File: src/rtl/spi_master_frame_collector.sv
// SPI MOSI frame collector: synchronises CSN/SCLK/MOSI into clk, splits each frame into
// cmd/addr/dummy/data fields of per-frame length and presents the result on a valid/ready port.
module spi_master_frame_collector #(
    parameter int CMD_W       = 32,
    parameter int ADDR_W      = 32,
    parameter int DUMMY_W     = 16,
    parameter int DATA_W      = 32,
    parameter int LEN_W       = 6,
    parameter bit SAMPLE_FALL = 1'b0
) (
    input  logic              clk,
    input  logic              rst_n,
    input  logic              spi_csn,
    input  logic              spi_sclk,
    input  logic              spi_mosi,
    input  logic [LEN_W-1:0]  cfg_cmd_len,
    input  logic [LEN_W-1:0]  cfg_addr_len,
    input  logic [LEN_W-1:0]  cfg_dummy_len,
    input  logic [LEN_W-1:0]  cfg_data_len,
    output logic              pkt_valid,
    input  logic              pkt_ready,
    output logic [CMD_W-1:0]  pkt_cmd,
    output logic [ADDR_W-1:0] pkt_addr,
    output logic [DATA_W-1:0] pkt_data,
    output logic [2:0]        pkt_flag,
    output logic [15:0]       pkt_bits,
    output logic              pkt_trunc,
    output logic              pkt_overrun,
    output logic              drop_sticky,
    input  logic              drop_clr
);

    typedef enum logic [2:0] {S_IDLE, S_CMD, S_ADDR, S_DUMMY, S_DATA, S_OVR} state_t;

    localparam logic [LEN_W-1:0] CMD_MAX   = LEN_W'(CMD_W);
    localparam logic [LEN_W-1:0] ADDR_MAX  = LEN_W'(ADDR_W);
    localparam logic [LEN_W-1:0] DUMMY_MAX = LEN_W'(DUMMY_W);
    localparam logic [LEN_W-1:0] DATA_MAX  = LEN_W'(DATA_W);

    function automatic logic [LEN_W-1:0] clamp(input logic [LEN_W-1:0] len,
                                               input logic [LEN_W-1:0] mx);
        return (len > mx) ? mx : len;
    endfunction

    // First field with a nonzero length, in frame order; OVR when none remain.
    function automatic state_t first_state(input logic [LEN_W-1:0] c, input logic [LEN_W-1:0] a,
                                           input logic [LEN_W-1:0] d, input logic [LEN_W-1:0] t);
        if (c != '0) return S_CMD;
        if (a != '0) return S_ADDR;
        if (d != '0) return S_DUMMY;
        if (t != '0) return S_DATA;
        return S_OVR;
    endfunction

    logic r_csn_s1, r_csn_s2, r_csn_h;
    logic r_sclk_s1, r_sclk_s2, r_sclk_h;
    logic r_mosi_s1, r_mosi_s2, r_mosi_h;

    always_ff @(posedge clk) begin
        if (!rst_n) begin
            {r_csn_s1, r_csn_s2, r_csn_h}    <= 3'b111;
            {r_sclk_s1, r_sclk_s2, r_sclk_h} <= 3'b000;
            {r_mosi_s1, r_mosi_s2, r_mosi_h} <= 3'b000;
        end else begin
            {r_csn_s1, r_csn_s2, r_csn_h}    <= {spi_csn, r_csn_s1, r_csn_s2};
            {r_sclk_s1, r_sclk_s2, r_sclk_h} <= {spi_sclk, r_sclk_s1, r_sclk_s2};
            {r_mosi_s1, r_mosi_s2, r_mosi_h} <= {spi_mosi, r_mosi_s1, r_mosi_s2};
        end
    end

    logic w_csn_fall, w_csn_rise, w_sclk_edge, w_bit;
    assign w_csn_fall  = r_csn_h & ~r_csn_s2;
    assign w_csn_rise  = ~r_csn_h & r_csn_s2;
    assign w_sclk_edge = SAMPLE_FALL ? (r_sclk_h & ~r_sclk_s2) : (~r_sclk_h & r_sclk_s2);
    // MOSI as seen alongside the pre-edge SCLK sample, i.e. the set-up value.
    assign w_bit       = r_mosi_h;

    logic [LEN_W-1:0] w_cmd_cl, w_addr_cl, w_dummy_cl, w_data_cl;
    assign w_cmd_cl   = clamp(cfg_cmd_len, CMD_MAX);
    assign w_addr_cl  = clamp(cfg_addr_len, ADDR_MAX);
    assign w_dummy_cl = clamp(cfg_dummy_len, DUMMY_MAX);
    assign w_data_cl  = clamp(cfg_data_len, DATA_MAX);

    state_t            r_state, w_state_nxt;
    logic [LEN_W-1:0]  r_len_cmd, r_len_addr, r_len_dummy, r_len_data, r_cnt, w_cur_len;
    logic              w_field_done, w_in_field;
    logic [CMD_W-1:0]  r_cmd;
    logic [ADDR_W-1:0] r_addr;
    logic [DATA_W-1:0] r_data;
    logic [2:0]        r_seen;
    logic [15:0]       r_bits;
    logic              r_ovr, r_trunc, r_fin;

    always_ff @(posedge clk) begin
        if (!rst_n) r_state <= S_IDLE;
        else        r_state <= w_state_nxt;
    end

    always_comb begin
        w_cur_len = '0;
        case (r_state)
            S_CMD:   w_cur_len = r_len_cmd;
            S_ADDR:  w_cur_len = r_len_addr;
            S_DUMMY: w_cur_len = r_len_dummy;
            S_DATA:  w_cur_len = r_len_data;
            default: w_cur_len = '0;
        endcase
        w_in_field   = (r_state inside {S_CMD, S_ADDR, S_DUMMY, S_DATA});
        w_field_done = w_in_field && ((r_cnt + LEN_W'(1)) == w_cur_len);
        w_state_nxt  = r_state;
        if (r_state == S_IDLE) begin
            if (w_csn_fall) w_state_nxt = first_state(w_cmd_cl, w_addr_cl, w_dummy_cl, w_data_cl);
        end else if (w_csn_rise) begin
            w_state_nxt = S_IDLE;
        end else if (w_sclk_edge && w_field_done) begin
            case (r_state)
                S_CMD:   w_state_nxt = first_state('0, r_len_addr, r_len_dummy, r_len_data);
                S_ADDR:  w_state_nxt = first_state('0, '0, r_len_dummy, r_len_data);
                S_DUMMY: w_state_nxt = first_state('0, '0, '0, r_len_data);
                default: w_state_nxt = S_OVR;
            endcase
        end
    end

    always_ff @(posedge clk) begin
        if (!rst_n) begin
            {r_len_cmd, r_len_addr, r_len_dummy, r_len_data, r_cnt} <= '0;
            r_cmd   <= '0;
            r_addr  <= '0;
            r_data  <= '0;
            r_seen  <= '0;
            r_bits  <= '0;
            r_ovr   <= 1'b0;
            r_trunc <= 1'b0;
            r_fin   <= 1'b0;
        end else begin
            r_fin <= 1'b0;
            if (r_state == S_IDLE) begin
                if (w_csn_fall) begin
                    r_len_cmd   <= w_cmd_cl;
                    r_len_addr  <= w_addr_cl;
                    r_len_dummy <= w_dummy_cl;
                    r_len_data  <= w_data_cl;
                    r_cnt       <= '0;
                    r_cmd       <= '0;
                    r_addr      <= '0;
                    r_data      <= '0;
                    r_seen      <= '0;
                    r_bits      <= '0;
                    r_ovr       <= 1'b0;
                    r_trunc     <= 1'b0;
                end
            end else if (w_csn_rise) begin
                r_fin   <= 1'b1;
                r_trunc <= w_in_field;
            end else if (w_sclk_edge) begin
                if (r_bits != 16'hFFFF) r_bits <= r_bits + 16'd1;
                r_cnt <= w_field_done ? '0 : r_cnt + LEN_W'(1);
                case (r_state)
                    S_CMD:   begin r_cmd  <= (r_cmd << 1) | CMD_W'(w_bit);   r_seen[0] <= 1'b1; end
                    S_ADDR:  begin r_addr <= (r_addr << 1) | ADDR_W'(w_bit); r_seen[1] <= 1'b1; end
                    S_DATA:  begin r_data <= (r_data << 1) | DATA_W'(w_bit); r_seen[2] <= 1'b1; end
                    S_OVR:   r_ovr <= 1'b1;
                    default: ;
                endcase
            end
        end
    end

    // Output register: a finished frame loads unless a held packet is still waiting.
    always_ff @(posedge clk) begin
        if (!rst_n) begin
            pkt_valid   <= 1'b0;
            pkt_cmd     <= '0;
            pkt_addr    <= '0;
            pkt_data    <= '0;
            pkt_flag    <= '0;
            pkt_bits    <= '0;
            pkt_trunc   <= 1'b0;
            pkt_overrun <= 1'b0;
            drop_sticky <= 1'b0;
        end else begin
            if (r_fin && !(pkt_valid && !pkt_ready)) begin
                pkt_valid   <= 1'b1;
                pkt_cmd     <= r_cmd;
                pkt_addr    <= r_addr;
                pkt_data    <= r_data;
                pkt_flag    <= r_seen;
                pkt_bits    <= r_bits;
                pkt_trunc   <= r_trunc;
                pkt_overrun <= r_ovr;
            end else if (pkt_valid && pkt_ready) begin
                pkt_valid <= 1'b0;
            end
            drop_sticky <= (drop_sticky & ~drop_clr) | (r_fin & pkt_valid & ~pkt_ready);
        end
    end

endmodule

File: config.mk
export PLATFORM = sky130hd
export DESIGN_NAME = spi_master_frame_collector
export DESIGN_NICKNAME = d
export VERILOG_FILES = /design/src/rtl/spi_master_frame_collector.sv
export SDC_FILE = /design/constraint.sdc
export NUM_CORES = 1
export LEC_CHECK = 0
export ABC_AREA = 1
export CORE_MARGIN = 2
export CORE_UTILIZATION = 54
export CTS_CLUSTER_SIZE = 16
export DETAILED_ROUTE_END_ITERATION = 8
export PLACE_DENSITY = 0.76
export SYNTH_ARGS = -nofsm -noshare
export SYNTH_HDL_FRONTEND = slang
export SYNTH_SLANG_ARGS = --single-unit
File: constraint.sdc
create_clock -name clk -period 2.42 [get_ports clk]
set_input_delay 0.484 -clock clk [delete_from_list [all_inputs] [get_ports clk]]
set_output_delay 0.484 -clock clk [all_outputs]
set_load 0.05 [all_outputs]
==> results.py <==
metrics = {
    "power_and_ir_drop": {
        "peakVddDrop_v": 0.0005692,
        "p_seq_frac": 0.480,
        "swShare": 0.2324,
        "p_switching_uw": 2266,
        "intPower_uw": 7483,
        "leakagePower_uw": 0.004833,
        "pwr-share-clk": 0.449,
        "p_per_area_nw_per_um2": 730.5,
        "pwr-share-comb": 0.070,
    },
    "placed_design": {
        "port_buffers": 149,
        "routabilityCongestion": 0.9020,
        "dp_cells": 1758,
        "post_dp_cell_area_sq_um": 12390,
        "dp_hpwl_um": 16550,
    },
    "drt": {
        "drt_iter0_drc": 718,
        "routed_wl_um": 25700,
        "vias": 9617,
        "vias_per_cell": 5.319,
        "first_pass_iters": 5,
        "wl_per_cell_um": 14.21,
        "ant_nets": 0,
        "drc": 0,
    },
    "layout": {
        "nFillCells": 1668,
        "syn_to_final_growth_pct": 24.98,
        "final-instance-count-excl-fill": 1808,
        "multi_input_area_sq_um": 4502,
        "drive_above_1_share": 0.06222,
        "ff_latch_area_sq_um": 5587,
        "final_area_sq_um": 13350,
        "diodes": 0,
        "fin_util": 0.6858,
        "nNetsFinal": 1556,
    },
    "synth": {
        "avgSynthCellArea_sq_um": 7.579,
        "synthesis.nets": 1442,
        "synth_warnings": 0,
        "ys_ff_latch": 279,
        "netlist_area_sq_um": 10680,
        "ys_seq_area_frac": 0.5230,
        "netlist_instances": 1409,
        "synth.distinct_cells": 39,
    },
    "critical_path": {
        "worstPathArrival_ps": 1780,
        "rrSetupSlack_ps": 230,
        "critPathSlowestCell": "clkdlybuf4s50_1",
        "max_stage_delay_ps": 840,
        "crit_chain": "clkdlybuf4s50_1",
        "cp-end-kind": "output port",
        "critical_path_buf_inv_count": 1,
        "required_ps": 1940,
        "crit_type": "register to output port",
        "cp_top_family": "buffers and inverters",
        "worstSetupStartpointType": "register",
        "crit_fanout": 2,
    },
    "die": {
        "die_area_sq_um": 20920,
        "ios": 150,
        "initial_utilization": 0.5487,
        "dieWidth_um": 144.6,
        "die_y_um": 144.6,
        "core-area_sq_um": 19460,
        "num_rows": 51,
    },
    "sta": {
        "setup_viol": 0,
        "relSlewSlack": 0.4770,
        "clock.fmax_mhz": 441.3,
        "final_max_slew_viol_count": 0,
        "finalCriticalPeriod_ps": 2266,
        "hold_ws_ps": 321.8,
        "fin_skew_ps": 19.41,
        "rsz0062_at_grt": "false",
        "worst_pin_slew_ps": 783.7,
        "hold_violations": 0,
        "tns_ps": 0,
        "fin_crit_sh": 0.9364,
    },
    "global_route": {
        "grt_max_degree": 78,
        "grtUsageTotal": 0.2426,
        "overflow": 0,
        "antenna_found_initial": 0,
        "grt_pass1_wl_um": 41830,
        "grt_pass1_vias": 8646,
    },
    "run": {
        "cap_violations": 0,
    },
    "clocking": {
        "cts_tree": "built",
        "cts_root_buffer": "clkbuf_16",
        "cts_buffer_depth": 3,
        "cts_buffers": 28,
        "h-tree-depth": 1,
        "clock_sinks": 279,
        "worstSkewPairLatency_ps": 550,
        "clk_pin_slew_worst_paths_ps": 60,
    },
    "worst_hold_path": {
        "hold_path_class": "input pin to register",
    },
    "outcome": {
        "status": "completed",
    },
}
final cells by class:
| class | instances | share of cell area |
|---|---|---|
| Sequential cell | 279 | 0.4186 |
| Multi-Input combinational cell | 980 | 0.3373 |
| Timing Repair Buffer | 173 | 0.1307 |
| Clock buffer | 41 | 0.06065 |
| Tap cell | 265 | 0.02484 |
| Inverter | 61 | 0.01809 |
| Clock inverter | 9 | 0.009843 |
sequential cells by signal, summed over array words and instances, names as in the netlist, 16 cells and up:
register  cells
pkt_bits     16
r_addr       32
r_bits       16
pkt_addr     32
r_data       32
pkt_cmd      32
r_cmd        32
pkt_data     32
timing repair:
item,CTS,global route
resized for setup,0,4
setup buffers,0,0
setup endpoints to repair,0,28
hold buffers,0,0
final timing paths:
| kind | to | cells past startpoint | start |
|---|---|---|---|
| worst min-delay path | r_sclk_s2 | 3 | rst_n |
| worst min register to register | r_sclk_s2 | 2 | r_sclk_s1 |
| worst max register to register | r_data[27] | 10 | r_state[1] |
| worst max-delay path | pkt_trunc | 1 | pkt_trunc |
synth_stat cells (all sizes together):
library cell / n / area, sq um
clkinv: 1 / 3.750
a211oi: 2 / 15.01
clkbuf: 70 / 262.8
xnor2: 1 / 8.760
nand3: 140 / 700.7
nor3: 20 / 132.6
a21oi: 146 / 730.7
a22oi: 11 / 82.58
inv: 60 / 227.7
nand3b: 1 / 7.510
nand4: 13 / 81.33
o21ai: 141 / 705.7
dfxtp: 279 / 5585
buf: 19 / 110.1
and2: 1 / 6.260
nor3b: 1 / 7.510
xor2: 5 / 43.79
o21bai: 1 / 7.510
nor4: 2 / 12.51
o31ai: 1 / 7.510
nor2: 286 / 1107
o211a: 1 / 10.01
a31oi: 2 / 12.51
nand2: 198 / 753.2
or2: 5 / 31.28
ha: 2 / 25.02
power by group through the flow:
| stage | clock [uW] | combinational [uW] | sequential (uW) |
|---|---|---|---|
| after floorplan | 0 | 396 | 4840 |
| after detailed placement | 0 | 678 | 4780 |
| after CTS | 4460 | 683 | 4680 |
| after global routing | 4650 | 754 | 4690 |
| final | 4380 | 685 | 4680 |
| after global placement | 0 | 675 | 4780 |
logic make-up (layout without fill, tap and decap cells):
group	count (synthesis)	count (layout)	share of synthesized area
flops	279	279	0.5230
compound gates	305	305	0.1472
fa+ha+maj	2	2	0.002343
simple gates	667	667	0.2660
buf+inv	150	284	0.05659
xor+xnor	6	6	0.004921
stage by stage:
step | setup slack [ps] | power, uW
global route | 48.40 | 10090
finish | 154.0 | 9749
CTS | 137.6 | 9822
floorplan | 597.2 | 5235
detailed placement | 179.6 | 5462
global placement | 209.1 | 5458
cells in the final DEF, fill, tap and decap left out, types with 6 or more instances in the layout:
| cell | instances |
|---|---|
| a21oi_1 | 146 |
| a22oi_1 | 11 |
| buf_12 | 6 |
| buf_4 | 19 |
| clkbuf_1 | 7 |
| clkbuf_16 | 28 |
| clkbuf_8 | 6 |
| clkdlybuf4s50_1 | 148 |
| clkinv_2 | 6 |
| dfxtp_1 | 278 |
| inv_1 | 53 |
| nand2_1 | 195 |
| nand3_1 | 139 |
| nand4_1 | 13 |
| nor2_1 | 280 |
| nor3_1 | 16 |
| o21ai_0 | 140 |
metal layers:
metal  global-route usage  up-vias  wire length, um
met5                    0        -                0
met3              0.04106       46             1407
li1                     -     4885                -
met4              0.06643        0              532
met2               0.4116      262            12490
met1               0.3204     4424            11270
Power figures use the tool's default switching activity.
